## src/rtl/fpu_addsub_pkg.sv

```systemverilog
// Shared constants for the FP add/subtract datapath: default field widths,
// operation encoding and IEEE-754 field positions for the default word.
package fpu_addsub_pkg;

    localparam int DEF_W  = 32;
    localparam int DEF_EW = 8;
    localparam int DEF_SW = 23;

    localparam logic OP_ADD = 1'b0;
    localparam logic OP_SUB = 1'b1;

    localparam int SIGN_BIT = DEF_W - 1;
    localparam int EXP_MSB  = DEF_W - 2;
    localparam int EXP_LSB  = DEF_SW;
    localparam int MANT_MSB = DEF_SW - 1;
    localparam int MANT_LSB = 0;

endpackage

```

## src/rtl/mag_comparator.sv

```systemverilog
// Unsigned magnitude comparator for the exponent+mantissa field.
module mag_comparator #(
    parameter int N = 31
) (
    input  logic [N-1:0] a,
    input  logic [N-1:0] b,
    output logic         gt,
    output logic         eq
);

    assign gt = (a > b);
    assign eq = (a == b);

endmodule

```

## src/rtl/addsub_cmp_swap_stage.sv

```systemverilog
// Front-end stage of the FP add/sub datapath: registers operands, compares
// magnitudes, routes max/min lanes and resolves the result sign.
module addsub_cmp_swap_stage #(
    parameter int W  = fpu_addsub_pkg::DEF_W,
    parameter int EW = fpu_addsub_pkg::DEF_EW,
    parameter int SW = fpu_addsub_pkg::DEF_SW
) (
    input  logic         clk,
    input  logic         rst_n,
    input  logic         in_valid,
    output logic         in_ready,
    input  logic         add_subt_i,
    input  logic [W-1:0] data_x_i,
    input  logic [W-1:0] data_y_i,
    output logic         out_valid,
    input  logic         out_ready,
    output logic [W-2:0] dmax_o,
    output logic [W-2:0] dmin_o,
    output logic         add_subt_o,
    output logic         eff_sub_o,
    output logic         gtXY_o,
    output logic         eqXY_o,
    output logic         sgn_result_o
);

    import fpu_addsub_pkg::*;

    logic         s1_valid;
    logic         s1_op;
    logic [W-1:0] s1_x;
    logic [W-1:0] s1_y;
    logic         s2_valid;
    logic         en1;
    logic         en2;

    logic [W-2:0] mag_x;
    logic [W-2:0] mag_y;
    logic         gt_xy;
    logic         eq_xy;
    logic         sgn_x;
    logic         eff_sign_y;
    logic         sgn_next;

    assign en2       = ~s2_valid | out_ready;
    assign en1       = ~s1_valid | en2;
    assign in_ready  = en1 & rst_n;
    assign out_valid = s2_valid;

    assign mag_x      = {s1_x[W-2 -: EW], s1_x[SW-1:0]};
    assign mag_y      = {s1_y[W-2 -: EW], s1_y[SW-1:0]};
    assign sgn_x      = s1_x[W-1];
    assign eff_sign_y = s1_op ^ s1_y[W-1];

    mag_comparator #(.N(W-1)) u_mag_cmp (
        .a  (mag_x),
        .b  (mag_y),
        .gt (gt_xy),
        .eq (eq_xy)
    );

    // Equal magnitudes with opposite effective signs cancel to +0.
    always_comb begin
        sgn_next = eff_sign_y;
        if (gt_xy)
            sgn_next = sgn_x;
        else if (eq_xy)
            sgn_next = sgn_x & eff_sign_y;
    end

    always_ff @(posedge clk) begin
        if (!rst_n) begin
            s1_valid     <= 1'b0;
            s1_op        <= OP_ADD;
            s1_x         <= '0;
            s1_y         <= '0;
            s2_valid     <= 1'b0;
            dmax_o       <= '0;
            dmin_o       <= '0;
            add_subt_o   <= 1'b0;
            eff_sub_o    <= 1'b0;
            gtXY_o       <= 1'b0;
            eqXY_o       <= 1'b0;
            sgn_result_o <= 1'b0;
        end else begin
            if (en1) begin
                s1_valid <= in_valid;
                if (in_valid) begin
                    s1_op <= add_subt_i;
                    s1_x  <= data_x_i;
                    s1_y  <= data_y_i;
                end
            end
            // Payload only moves with a real pair, so it stays put across bubbles.
            if (en2) begin
                s2_valid <= s1_valid;
                if (s1_valid) begin
                    dmax_o       <= gt_xy ? mag_x : mag_y;
                    dmin_o       <= gt_xy ? mag_y : mag_x;
                    add_subt_o   <= s1_op;
                    eff_sub_o    <= sgn_x ^ eff_sign_y;
                    gtXY_o       <= gt_xy;
                    eqXY_o       <= eq_xy;
                    sgn_result_o <= sgn_next;
                end
            end
        end
    end

endmodule

```

## config.mk

```make
export PLATFORM = sky130hd
export DESIGN_NAME = addsub_cmp_swap_stage
export DESIGN_NICKNAME = d
export VERILOG_FILES = /design/src/rtl/fpu_addsub_pkg.sv /design/src/rtl/mag_comparator.sv /design/src/rtl/addsub_cmp_swap_stage.sv
export SDC_FILE = /design/constraint.sdc
export NUM_CORES = 1
export LEC_CHECK = 0
export ABC_CLOCK_PERIOD_IN_PS = 4600
export CAP_MARGIN = 25
export CORE_ASPECT_RATIO = 1.1
export CORE_MARGIN = 8
export CORE_UTILIZATION = 37
export DETAILED_ROUTE_END_ITERATION = 12
export PLACE_DENSITY = 0.6
export SKIP_LAST_GASP = 1
export SYNTH_ARGS = -nofsm -noshare
export SYNTH_HDL_FRONTEND = slang
export SYNTH_SLANG_ARGS = --single-unit
```

## constraint.sdc

```tcl
create_clock -name clk -period 4.6 [get_ports clk]
set_input_delay 0.69 -clock clk [delete_from_list [all_inputs] [get_ports clk]]
set_output_delay 0.69 -clock clk [all_outputs]
set_load 0.02 [all_outputs]
```

# Word level (Yosys, flattened, before mapping)
# Index checks and enable logic that the tools add are counted.
op_classes:
  magnitude_cmp: 1
  eq_ne: 1
  n_mux: 4
  bitwise_logic: 8
  n_reduce_logical: 2
ops:
  columns: ["op", "n"]
  rows:
  - ["$mux 31", 2]
  - ["$eq 31x31->1", 1]
  - ["$gt 31x31->1", 1]
  - ["$reduce_and 2->1", 2]
  - ["$and 1x1->1", 2]
  - ["$mux 1", 2]
  - ["$not 1->1", 2]
  - ["$or 1x1->1", 2]
  - ["$xor 1x1->1", 2]
word_totals:
  register_bits: 134
  output_inout_bits: 69

# Depth between registers and ports, before layout
logic_depth:
  ltp_word: 4
  mapped_depth: 11
  ltp_nobuf: 9

# By module
# From an unflattened synthesis, not the netlist that was laid out.
unflattened:
  cells_unflattened: 724
  hier_area_um2: 6439.9
by_module_without_submodules:
  columns: ["mod", "n_inst", "cells_each", "area_per_inst_um2"]
  rows:
  - ["addsub_cmp_swap_stage", 1, 617, 5657.9]
  - ["mag_comparator", 1, 107, 782.0]

# Least setup slack after synthesis
# Ideal clock, no wire load.
synth_path:
  kind: "register to register"
  start: "register s1_y[4]"
  end: "register dmax_o[10]"
  setup_ns: 0.122
  arrival_ns: 2.212
  required_ns: 4.478
  slack_ns: 2.266
  stages_incl_launch_ff: 11
  path_buffers: 2
  synth_period_minus_slack_ns: 2.334
  path_cell_list: "dfxtp_1 inv_1 ha_1 a211oi_1 nor2_1 o31a_1 o41ai_2 nand2_2 buf_6 buf_6 a221o_1"
synth_between:
  elab_chain_len: 2
synth_rtl:
  columns: ["item", "line_no", "rtl"]
  rows:
  - ["from (decl)", "addsub_cmp_swap_stage.sv:31", "logic [W-1:0] s1_y;"]
  - ["from (signal assigned)", "addsub_cmp_swap_stage.sv:90", "s1_y <= data_y_i;"]
  - ["$gt 31x31->1", "mag_comparator.sv:11", "assign gt = (a > b);"]
  - ["$mux 31", "addsub_cmp_swap_stage.sv:97", "dmax_o <= gt_xy ? mag_x : mag_y;"]
  - ["to (signal assigned)", "addsub_cmp_swap_stage.sv:97", null]
  - ["to (decl)", "addsub_cmp_swap_stage.sv:17", "output logic [W-2:0] dmax_o,"]
# No other way between the ends.
# A chain may end at the register's enable or synchronous reset.

# Worst setup path in the final report
layout_path:
  start: "register s1_y[28]"
  end: "register dmin_o[14]"
layout_between:
  elab_chain_len: 2
layout_rtl:
  columns: ["item", "line_no", "rtl"]
  rows:
  - ["$gt 31x31->1", "mag_comparator.sv:11", null]
  - ["$mux 31", "addsub_cmp_swap_stage.sv:98", "dmin_o <= gt_xy ? mag_y : mag_x;"]
  - ["to (signal assigned)", "addsub_cmp_swap_stage.sv:98", null]
  - ["to (decl)", "addsub_cmp_swap_stage.sv:18", "output logic [W-2:0] dmin_o,"]
# No other way between the ends.

==> reports/qor.tcl <==
set qor(clock_insertion_delay_worst_skew_ps) 410
set qor(worst_pin_slew_ps) 819
set qor(grt_pass1_wl_um) 29000
set qor(grt_usage_pct) 16.3
set qor(placementRows) 51
set qor(layout.core_utilization_pct) 49.4
set qor(synth-async-reset-ratio_pct) 0
set qor(post_synthesis_adder_cell_area_fraction_pct) 6.12
set qor(routed_wirelength_um) 17900
set qor(relSlewSlack_pct) 45.4
set qor(min_period_ps) 3280
set qor(cts_tree) {built}
set qor(timing.final.crit_share_pct) 71.3
set qor(cts.path.max_buffers) 2
set qor(critPathArrivalTime_ps) 3580
set qor(place.port_buffers) 137
set qor(critical_path_slowest_stage_cell) {buf_4}
set qor(syn-cell-area_mm2) 0.00655
set qor(number_of_antenna_violations_at_the_first_check_in_global_routing) 0
set qor(synthSimpleGateAreaFrac_pct) 26.5
set qor(cp.buffers_inverters) 2
set qor(timing.critical_path.to_type) {flip-flop}
set qor(cts_made_buffers) 17
set qor(synth_cell_type_count) 32
set qor(timing.critical_path.fanout_max) 71
set qor(post-place-ws_ps) 1280
set qor(grt_setup_unrepaired) {no}
set qor(critical_path.cell_chain) {inv_1, ha_1, nand4_1, nor4_1, nor2b_1, o41ai_2, nand2_4, buf_4, nor3_1, a221o_1}
set qor(report.final.slew_viol_count) 0
set qor(final_cell_count_no_fill) 1190
set qor(detailroute.via_count) 6002
set qor(seq_area_frac_synth_pct) 41.0
set qor(clk_transition_reported_paths_ps) 50
set qor(synth-compound-area-share_pct) 20.0
set qor(synth-main-ff-cell) {dfxtp_1}
set qor(leakagePower_nw) 3.24
set qor(clock_tree.htree_level_count) 4
set qor(antenna_cells) 0
set qor(postCtsResizedCells) 0
set qor(max_freq_mhz) 305
set qor(critPathMaxStageDelay_ps) 600
set qor(dr_drc_count) 0
set qor(dominant_combinational_cell_family_by_area_after_synthesis) {simple AND/OR/NAND/NOR gates}
set qor(share_of_final_layout_standard_cells_stronger_than_drive_strength_1_pct) 4.73
set qor(via_per_inst) 5.04
set qor(layout-area-overhead-vs-synth_pct) 32.5
set qor(finalWorstSetupSlack_ps) 1320
set qor(initial_core_util_pct) 37.3
set qor(place.gp.congestion) 0.796
set qor(synth.top_cell.area_share_pct) 41.0
set qor(power_per_cell_area_mw_per_mm2) 378
set qor(core_footprint_mm2) 0.0175
set qor(grt_pass1_vias) 5816
set qor(filler_cells) 1702
set qor(detail_route.wl_per_cell_um) 15.1
set qor(worst_min_path_class) {flip-flop to flip-flop}
set qor(worst_path_dominant_cell_family) {simple AND/OR/NAND/NOR gates}
set qor(post_cts_buffers) 0
set qor(cap_violations) 0
set qor(setup-tns-final_ps) 0
set qor(finalClockSkew_ps) 7.53
set qor(vdd_drop_max_uv) 273
set qor(cts-root-buf) {clkbuf_16}
set qor(netlist_top_cells_area) {dfxtp_1 (41%), nand2_1 (11%), a221o_1 (9.8%)}
set qor(global_route.overflow_total) 0
set qor(finalSetupViolations) 0
set qor(finalHoldViolations) 0
set qor(drt_first_iter_violations) 378
set qor(worstPathRequired_ps) 4900
set qor(synth_enable_flop_cells) 0
set qor(pin_count) 138
set qor(run_status) {finished, final reports clean}
set qor(hpwlAfterDp_um) 12600
set qor(hold_buffers) 0
set qor(cp-start-kind) {flip-flop}
set qor(overall_die_width_um) 143
set qor(syn_inst) 835
set qor(post_synth.cell_area_avg_um2) 7.84
set qor(ys_ff_latch) 134
set qor(cts_sinks) 134
set qor(final_nets) 1041
set qor(worstSetupPathType) {flip-flop to flip-flop}
set qor(total_power_mw) 3.27
set qor(antenna_left) 0
set qor(synth.area.mux_share_pct) 0.459
set qor(grt_max_degree) 72
set qor(mappedNetlistNets) 936
set qor(dp.cells) 1159
set qor(syn_warnings) 0
set qor(yosysTopAreaCell) {dfxtp_1}
set qor(dieArea_mm2) 0.0222
set qor(first_pass_iters) 5
set qor(post_synth_xor_area_fraction_pct) 0.134
set qor(die_y_um) 155
-- final cells by class --
type                    instances  area, µm²  share of cell area (%)
clock buffers                  22        474                    5.47
clock inverters                 9        173                    1.99
inverters                      33        124                    1.43
multi-input cells             611       3510                    40.4
flip-flops and latches        134       2680                    30.9
well taps                     238        298                    3.43
repair buffers                143       1410                    16.3
-- placed cells by master, fill, tap and decap left out, types with 2 or more instances in the layout --
| cell | instances |
|---|---|
| a221o_1 | 64 |
| clkbuf_16 | 17 |
| a21boi_0 | 66 |
| mux2i_1 | 3 |
| buf_4 | 7 |
| bufinv_16 | 5 |
| clkbuf_1 | 2 |
| dfxtp_1 | 134 |
| clkdlybuf4s50_1 | 136 |
| nor2b_4 | 2 |
| o21a_1 | 2 |
| o21ai_0 | 5 |
| nor4_1 | 2 |
| nor3_1 | 63 |
| ha_1 | 32 |
| nor2b_1 | 5 |
| nand3_1 | 7 |
| nand4_1 | 6 |
| nor2_1 | 126 |
| and2_1 | 2 |
| clkbuf_8 | 3 |
| inv_1 | 33 |
| nand2_1 | 199 |
| clkinv_2 | 3 |
| a21oi_1 | 14 |
-- cell usage after synthesis (2+ instances only) --
cell        n
nand3_1     7
a21oi_1    14
nor2b_1     7
and2_1      3
nor2_1    126
ha_1       32
buf_2       4
buf_1       3
mux2i_1     3
a221o_1    64
nor3_1     63
inv_1      33
nand4_1     6
clkbuf_1   45
nand2_1   200
nor4_1      2
buf_6       5
dfxtp_1   134
o21ai_0     5
o21a_1      2
a21boi_0   66
-- routing by layer --
metal	wire length [µm]	track usage, %
met1	8260	19.6
met4	224	5.52
met3	1070	4.66
met5	0	0
met2	8380	27.3
-- where the power goes --
group | internal [mW] | total (mW) | switching [mW]
clock network | 0.999 | 1.49 | 0.491
logic | 0.206 | 0.516 | 0.310
registers | 1.22 | 1.27 | 0.0473
-- logic make-up after synthesis --
| family | after synthesis |
|---|---|
| adder cells (fa/ha/maj) | 32 |
| AO/OA/AOI/OAI | 157 |
| multiplexers | 3 |
| XOR/XNOR | 1 |
| flip-flops | 134 |
| AND/OR/NAND/NOR | 418 |
| buffers and inverters | 90 |
-- sequential cells by signal, indices dropped and copies added, names as in the netlist --
register / count
gtXY_o: 1
dmin_o: 31
out_valid: 1
add_subt_o: 1
s1_op: 1
s1_x: 32
eqXY_o: 1
eff_sub_o: 1
s1_valid: 1
sgn_result_o: 1
s1_y: 32
dmax_o: 31
-- through the flow --
step | hold WS (ps) | area, µm²
final | 477 | 8670
after global routing | 505 | 8670
after CTS | 479 | 8670
after detailed placement | 471 | 8020
after global placement | 465 | 8020
after floorplan | 448 | 6550
-- final timing paths --
path	start	end	slack (ps)	cells past startpoint
worst max-delay path	s1_y[28]$_SDFFE_PN0P_	dmin_o[14]$_SDFFE_PN0P_	1320	10
worst min-delay path	s1_y[25]$_SDFFE_PN0P_	s1_y[25]$_SDFFE_PN0P_	480	2
worst max register to register	s1_y[28]$_SDFFE_PN0P_	dmin_o[14]$_SDFFE_PN0P_	1320	10
worst min register to register	s1_y[25]$_SDFFE_PN0P_	s1_y[25]$_SDFFE_PN0P_	480	2
-- worst register-to-register path: cells and delay by family, from the launching register on --
| kind | cells | cell delay (ps) |
|---|---|---|
| AOI/OAI and AO/OA | 2 | 400 |
| adders and majority gates | 1 | 290 |
| buffers and inverters | 2 | 670 |
| DFF | 1 | 360 |
| and+or+nand+nor | 5 | 1450 |
Power figures use the tool's default switching activity.
